File: src/rtl/mult_hilo_sched.sv
`default_nettype none
// ============================================================================
// Module   : mult_hilo_sched
// Purpose  : Shared multi-cycle multiplier scheduler for a dual-issue pipeline.
//            Accepts MULT/MULTU from both issue slots, executes them one at a
//            time in program order (slot0 before slot1), owns the HI/LO
//            registers and stalls the front end while the unit is busy.
// Ports    : clk            - clock, rising edge
//            reset          - asynchronous, active-high
//            req0/sign0     - slot0 (older) multiply request / signed select
//            a0, b0         - slot0 operands
//            req1/sign1     - slot1 (younger) multiply request / signed select
//            a1, b1         - slot1 operands
//            mf_rd          - MFHI/MFLO in Execute
//            grant0/grant1  - request accepted this cycle (combinational)
//            stall          - freeze Fetch/Decode/Execute (combinational)
//            busy           - multiply in flight
//            done           - one-cycle pulse after HI/LO update
//            hi, lo         - architectural HI / LO
// Revision : 1.0 - initial release
// ============================================================================
module mult_hilo_sched #(
    parameter int LATENCY = 4
) (
    input  logic        clk,
    input  logic        reset,
    input  logic        req0,
    input  logic        sign0,
    input  logic [31:0] a0,
    input  logic [31:0] b0,
    input  logic        req1,
    input  logic        sign1,
    input  logic [31:0] a1,
    input  logic [31:0] b1,
    input  logic        mf_rd,
    output logic        grant0,
    output logic        grant1,
    output logic        stall,
    output logic        busy,
    output logic        done,
    output logic [31:0] hi,
    output logic [31:0] lo
);

    // Counter only ever holds LATENCY-1 down to 0.
    localparam int CW = (LATENCY > 2) ? $clog2(LATENCY) : 1;
    localparam logic [CW-1:0] CNT_LOAD = CW'(LATENCY - 1);
    localparam logic [CW-1:0] CNT_ONE  = CW'(1);

    typedef enum logic [0:0] {
        IDLE = 1'b0,
        RUN  = 1'b1
    } state_t;

    state_t        state;
    state_t        next_state;
    logic [CW-1:0] cnt;

    // Active operation
    logic          act_sign;
    logic [31:0]   act_a;
    logic [31:0]   act_b;

    // Pending (younger slot of a paired issue)
    logic          pend_v;
    logic          pend_sign;
    logic [31:0]   pend_a;
    logic [31:0]   pend_b;

    logic [63:0]   ext_a;
    logic [63:0]   ext_b;
    logic [63:0]   product;
    logic          last_cycle;

    // Extending to 64 bits (sign- or zero-) and keeping the low 64 bits of
    // the product gives the correct two's-complement result in both modes.
    assign ext_a      = {{32{act_sign & act_a[31]}}, act_a};
    assign ext_b      = {{32{act_sign & act_b[31]}}, act_b};
    assign product    = ext_a * ext_b;
    assign last_cycle = (cnt == CNT_ONE);

    // ------------------------------------------------------------------
    // State register
    // ------------------------------------------------------------------
    always_ff @(posedge clk or posedge reset) begin
        if (reset) begin
            state <= IDLE;
        end else begin
            state <= next_state;
        end
    end

    // ------------------------------------------------------------------
    // Next state and combinational outputs
    // ------------------------------------------------------------------
    always_comb begin
        next_state = state;
        grant0     = 1'b0;
        grant1     = 1'b0;
        stall      = 1'b0;
        busy       = 1'b0;
        case (state)
            IDLE: begin
                grant0 = req0;
                grant1 = req1;
                if (req0 || req1) begin
                    next_state = RUN;
                end
            end
            RUN: begin
                busy  = 1'b1;
                stall = req0 | req1 | mf_rd;
                // A queued slot1 op keeps the unit in RUN back-to-back.
                if (last_cycle && !pend_v) begin
                    next_state = IDLE;
                end
            end
            default: next_state = IDLE;
        endcase
    end

    // ------------------------------------------------------------------
    // Datapath: operand capture, countdown, HI/LO write-back
    // ------------------------------------------------------------------
    always_ff @(posedge clk or posedge reset) begin
        if (reset) begin
            cnt       <= '0;
            act_sign  <= 1'b0;
            act_a     <= '0;
            act_b     <= '0;
            pend_v    <= 1'b0;
            pend_sign <= 1'b0;
            pend_a    <= '0;
            pend_b    <= '0;
            hi        <= '0;
            lo        <= '0;
            done      <= 1'b0;
        end else begin
            done <= 1'b0;
            case (state)
                IDLE: begin
                    if (req0) begin
                        act_sign <= sign0;
                        act_a    <= a0;
                        act_b    <= b0;
                        cnt      <= CNT_LOAD;
                        if (req1) begin
                            pend_v    <= 1'b1;
                            pend_sign <= sign1;
                            pend_a    <= a1;
                            pend_b    <= b1;
                        end
                    end else if (req1) begin
                        act_sign <= sign1;
                        act_a    <= a1;
                        act_b    <= b1;
                        cnt      <= CNT_LOAD;
                    end
                end
                RUN: begin
                    if (last_cycle) begin
                        hi   <= product[63:32];
                        lo   <= product[31:0];
                        done <= 1'b1;
                        if (pend_v) begin
                            act_sign <= pend_sign;
                            act_a    <= pend_a;
                            act_b    <= pend_b;
                            cnt      <= CNT_LOAD;
                            pend_v   <= 1'b0;
                        end else begin
                            cnt <= '0;
                        end
                    end else begin
                        cnt <= cnt - CNT_ONE;
                    end
                end
                default: cnt <= '0;
            endcase
        end
    end

endmodule
`default_nettype wire

File: config.mk
export PLATFORM = sky130hd
export DESIGN_NAME = mult_hilo_sched
export DESIGN_NICKNAME = d
export VERILOG_FILES = /design/src/rtl/mult_hilo_sched.sv
export SDC_FILE = /design/constraint.sdc
export NUM_CORES = 2
export LEC_CHECK = 0
export ABC_AREA = 1
export CAP_MARGIN = 20
export CORE_MARGIN = 2
export CORE_UTILIZATION = 30
export DETAILED_ROUTE_END_ITERATION = 16
export DONT_BUFFER_PORTS = 1
export SLEW_MARGIN = 20
export SYNTH_ARGS = -nofsm -noshare
export SYNTH_HDL_FRONTEND = slang
export SYNTH_SLANG_ARGS = --single-unit
File: constraint.sdc
create_clock -name clk -period 9.5 [get_ports clk]
set_input_delay 2.85 -clock clk [delete_from_list [all_inputs] [get_ports clk]]
set_output_delay 2.85 -clock clk [all_outputs]
set_load 0.1 [all_outputs]
; ---- After elaboration in Yosys (flattened, before gate mapping)
; Index checks and enable logic that the tools add are counted.
[totals]
ff_bits = 199
out_inout_bits = 69
[op_classes]
addsub = 1
multipliers = 1
n_eq_ne = 6
n_mux = 33
bitwise = 5
n_reduce_logical = 7
[op_table]
columns = cell, count
row1 = 2-to-1 mux 32 bit, 8
row2 = case mux 32 bit (2 select lines), 2
row3 = multiplier 33 x 33 -> 64 bit, 1
row4 = 2-to-1 mux 1 bit, 15
row5 = AND reduction 3 bit, 3
row6 = 2-to-1 mux 2 bit, 4
row7 = case mux 1 bit (2 select lines), 3
row8 = "!= test 2 x 1 -> 1 bit, second input constant", 2
row9 = "!= test 2 bit, second input constant", 2
row10 = case mux 2 bit (2 select lines), 1
row11 = "!= test 3 bit, second input constant", 1
row12 = bitwise AND 1 bit, 2
row13 = "equality test 2 x 1 -> 1 bit, second input constant", 1
row14 = OR 1 bit, 2
row15 = AND reduction 2 bit, 1
row16 = "subtractor 2 x 1 -> 2 bit, second input constant", 1
row17 = logical AND 1 bit, 1
row18 = logical NOT 1 bit, 1
row19 = logical OR 1 bit, 1
row20 = NOT 1 bit, 1

; ---- Longest topological paths before layout
[logic_depth]
ltp_word = 4
mapped_depth = 36
ltp_nobuf = 34

; ---- Worst setup path before layout
; OpenSTA, ideal clock, no wires.
[synth_path]
kind = register -> register
from = register act_a[31]
to = register hi[30]
setup_time_ns = 0.120
t_arrival_ns = 7.324
required_ns = 9.380
slack_ns = 2.056
stages_incl_launch_ff = 29
n_path_buf = 2
period_less_slack_ns = 7.444
cell_sequence = dfrtp_1 -> buf_2 -> nand2_1 -> clkbuf_1 -> nor2_1 -> fa_1 -> fa_1 -> fa_1 -> inv_1 -> fa_1 -> inv_1 -> fa_1 -> fa_1 -> inv_1 -> fa_1 -> inv_1 -> fa_1 -> ha_1 -> nand2_1 -> nor2_1 -> inv_1 -> nor2_1 -> inv_1 -> nor4_1 -> nand2_1 -> nand2_1 -> nand2_1 -> nand3_1 -> nand2_1
[synth_between]
elab_chain_len = 2
[synth_lines]
columns = element, line
row1 = "start, declared", 61  ; logic [31:0] act_a;
row2 = "start signal, assigned", 167  ; act_a <= pend_a;
row3 = bitwise AND 1 bit, 77  ; assign ext_a = {{32{act_sign & act_a[31]}}, act_a};
row4 = multiplier 33 x 33 -> 64 bit *, 79  ; assign product = ext_a * ext_b;
row5 = "end signal, assigned", 162  ; hi <= product[63:32];
row6 = "end, declared", 41  ; output logic [31:0] hi,
; Mark *: on every way between the ends. The rest lies on a longest branch, timed or not.
; A chain may end at the register's enable or synchronous reset.

; ---- Final worst setup path
[layout_path]
from = register act_sign
to = register hi[30]
[layout_between]
elab_chain_len = 2
elab_cells_between_ends = 3
[layout_lines]
columns = element, line
row1 = "start, declared", 60  ; logic act_sign;
row2 = "start signal, assigned", 143  ; act_sign <= sign0;
row3 = "start signal, assigned", 154  ; act_sign <= sign1;
row4 = "start signal, assigned", 166  ; act_sign <= pend_sign;
row5 = bitwise AND 1 bit (on tied branches), "77, 78"
row6 = multiplier 33 x 33 -> 64 bit *, 79
; Marks and branches as above.

==> tab_implementation.tex <==
\begin{tabular}{lr}
\hline
Metric & Value \\
\hline
\multicolumn{2}{l}{\textbf{Placement}} \\
Gpl congestion & 0.928 \\
Post-DP HPWL & between 100000 and 150000 um \\
Setup slack after placement & approximately 1.1 ns \\
Buffers on Ports & 0 \\
\multicolumn{2}{l}{\textbf{Floorplanning}} \\
Die height & about 400 um \\
Row count & 147 \\
Placeable core area & about 0.16 mm\^{}2 \\
Die X & between 400 and 500 um \\
Initial standard-cell utilization of the core & a little under a third \\
Boundary pin count & a little over 200 \\
Area enclosed by the die boundary & about 0.16 mm\^{}2 \\
\multicolumn{2}{l}{\textbf{Critical path}} \\
Endpoint kind of the worst setup timing path & flip-flop \\
Length in cells of the worst reg-to-reg path & 26 \\
Maximum fanout count along the critical path & 16 \\
Worst endpoint data arrival time & 8.78 ns \\
Critical setup path kind & reg2reg \\
Startpoint class of the critical path & flip-flop \\
Data required time of the critical path & about 10 ns \\
\multicolumn{2}{l}{\textbf{Drt}} \\
Detailed-routing iteration count for the pre-antenna-repair pass & 5 \\
Post-DR wirelength/cell & about 18 um \\
ANT nets after route & 0 \\
Vias after detailed routing & around 37000 \\
Residual DRC count & 0 \\
Vias per cell & 4.66 \\
Total length of routed wires & $\sim$150000 um \\
Initial DRC Count & 2718 \\
\multicolumn{2}{l}{\textbf{Clock tree}} \\
Number of gates resized after CTS & 0 \\
Clock tree from TritonCTS & built \\
H-tree depth & 4 \\
Deepest clock path buffer count & 2 \\
Number of buffers added for setup after CTS & 0 \\
CTS hold repair buffers & 0 \\
Insertion delay of the later-clocked pin in the worst-skew pair & between 0.5 and 0.6 ns \\
TritonCTS Sinks & 199 \\
Clock root buffer & clkbuf\_16 \\
Clock transition at the registers of the reported paths & around 0.11 ns \\
Number of CTS-inserted buffers & 17 \\
\multicolumn{2}{l}{\textbf{Global routing}} \\
Most crowded layer after global routing & met2 \\
Met3 routing resource usage after global routing & slightly below 3\% \\
Wire length of the first global-routing pass & roughly 240000 um \\
Overall Global Routing Usage & 18.5\% \\
Pin count of the biggest net entering global routing & 129 \\
Initial antenna violation count & 0 \\
Met1 Usage GRT & about a quarter \\
M2 GR Usage & between 30\% and 40\% \\
Via count of the first global-routing pass & between 30000 and 40000 \\
Grt total ovfl & 0 \\
\multicolumn{2}{l}{\textbf{STA}} \\
Headroom to the max-slew limit & between 20\% and 30\% \\
Final setup vio count & 0 \\
Number of max-slew violations in the final report & 0 \\
Hold Violations, Final & 0 \\
Minimum setup slack in the final design & 1.11 ns \\
Share of the cycle needed by the critical path after routing & 88.3\% \\
Min Tclk post-route & about 8.4 ns \\
Final total negative setup slack & 0 ns \\
Highest clock frequency the design can meet & 0.119 GHz \\
Max Clock Skew & between 0.03 and 0.04 ns \\
Slew of the pin with the lowest slew margin & 1.18 ns \\
Unrepaired setup endpoints after global routing & false \\
\multicolumn{2}{l}{\textbf{Cells and area}} \\
Proportion of layout cells with a drive suffix above 1 & between 3 and 4\% \\
Fillers & around 17000 \\
Antenna diode count & 0 \\
Final net count & slightly above 7000 \\
Post-Route Utilization & 31.9\% \\
Signed area change from the synthesized netlist to the final layout & 5.77\% \\
\multicolumn{2}{l}{\textbf{Synthesis}} \\
Share of flip-flops with an asynchronous set or reset & 100\% \\
Netlist Area Pre-Place & just under 0.05 mm\^{}2 \\
Yosys top cell area share & a little under half \\
Total nets after synthesis & about 7400 \\
Cell type with the largest total area after synthesis & fa\_1 \\
Number of distinct library cells after synthesis & 50 \\
Cell with the most instances after synthesis & inv\_1 \\
Number of synthesized flops with an enable pin & 0 \\
Number of storage elements in the synthesis netlist & roughly 200 \\
Seq/Total Area, Yosys & between 10\% and 20\% \\
Leading post-synthesis cells by instance count & inv\_1 (1668), nand2\_1 (1608), fa\_1 (1125) \\
Syn Area/Cell & just over 8 um\^{}2 \\
Syn Inst Count & around 6000 \\
Synth area leaders & fa\_1 (47\%), inv\_1 (13\%), nand2\_1 (13\%) \\
Synth warnings & 0 \\
Synth Flop Type & dfrtp\_1 \\
\multicolumn{2}{l}{\textbf{Run}} \\
Max-cap check violation count & 0 \\
\multicolumn{2}{l}{\textbf{Outcome}} \\
Status & finished clean \\
\multicolumn{2}{l}{\textbf{Hold path}} \\
Type of the most critical hold path & reg2reg \\
Worst hold path stage count & 2 \\
\hline
\end{tabular}
[placed cells by master (no fill, tap or decap), types with 12 or more instances in the layout]
cell,netlist,final
nand3_2,14,14
fa_1,1125,1124
xnor2_1,17,17
nor2_1,237,235
inv_1,1668,1666
nor2_2,11,12
nand2_2,17,18
clkbuf_16,0,17
nand2_1,1608,1606
buf_4,1,82
o21bai_1,12,12
nand4_1,24,24
a21oi_1,77,77
dfrtp_1,199,195
a221oi_1,55,55
o21ai_0,183,183
nand3_1,99,99
ha_1,213,213
[logic make-up after synthesis]
family                   share of synthesized area (%)
AO/OA/AOI/OAI                                     4.59
XOR/XNOR                                         0.399
AND/OR/NAND/NOR                                   16.8
adder cells (fa/ha/maj)                           52.2
flip-flops                                        10.3
buffers and inverters                             15.6
multiplexers                                    0.0700
[cell type report]
type,instances,area (um^2),area share [%]
multi-input combinational,3776,35800,70.1
tap,2160,2700,5.30
sequential,199,4990,9.77
timing repair buffer,83,636,1.25
clock inverter,15,220,0.431
inverter,1673,6290,12.3
clock buffer,17,425,0.834
[path summary, 6_finish.rpt]
kind / start / end / slack [ns]
worst max-delay path: act_sign$_DFFE_PP0P_ / hi[30]$_DFFE_PP0P_ / 1.11
worst min-delay path: pend_a[30]$_DFFE_PP0P_ / pend_a[30]$_DFFE_PP0P_ / 0.49
worst max register to register: act_sign$_DFFE_PP0P_ / hi[30]$_DFFE_PP0P_ / 1.11
worst min register to register: pend_a[30]$_DFFE_PP0P_ / pend_a[30]$_DFFE_PP0P_ / 0.49
max in group asynchronous: reset / act_b[17]$_DFFE_PP0P_ / 5.84
min in group asynchronous: reset / lo[9]$_DFFE_PP0P_ / 2.24
[registers in the layout, indices dropped and copies added (netlist names)]
| signal | flops |
|---|---|
| act_a | 32 |
| act_b | 32 |
| act_sign | 1 |
| cnt | 2 |
| done | 1 |
| hi | 32 |
| lo | 32 |
| pend_a | 32 |
| pend_b | 32 |
| pend_sign | 1 |
| pend_v | 1 |
| state | 1 |
[per-stage QoR]
stage	cell area [um^2]	hold WS, ns	cells
after CTS	51000	0.496	7923
after floorplan	48300	0.453	5971
after global placement	50400	0.467	7891
after detailed placement	50400	0.476	7891
after global routing	51000	0.509	7923
final	51000	0.494	7923
[critical path, cell delays in order, from the launching register on]
cell and delay [ns]:
dfrtp_1 0.42, inv_1 0.47, nor2_1 0.23, fa_1 0.64, fa_1 0.49, fa_2 0.60, inv_1 0.26, fa_1 1.15
inv_1 0.27, fa_1 0.52, fa_1 0.54, inv_1 0.05, fa_1 0.48, inv_1 0.05, fa_1 0.43, ha_1 0.43
nand2_1 0.13, nor2_1 0.16, inv_1 0.10, nor2_1 0.13, inv_1 0.08, nor4_1 0.23, nand2_1 0.13, nand2_1 0.08
nand2_1 0.04, nand3_1 0.07, nand2_1 0.07
[layer usage]
metal | vias to the layer above | routed length, um
met1 | 18932 | 61200
met3 | 217 | 10600
li1 | 16452 | -
met5 | - | 0
met2 | 1333 | 67800
met4 | 0 | 6250
Power is not shown: default switching activity piles up to over one toggle a cycle in this logic, so the estimate is an artifact.
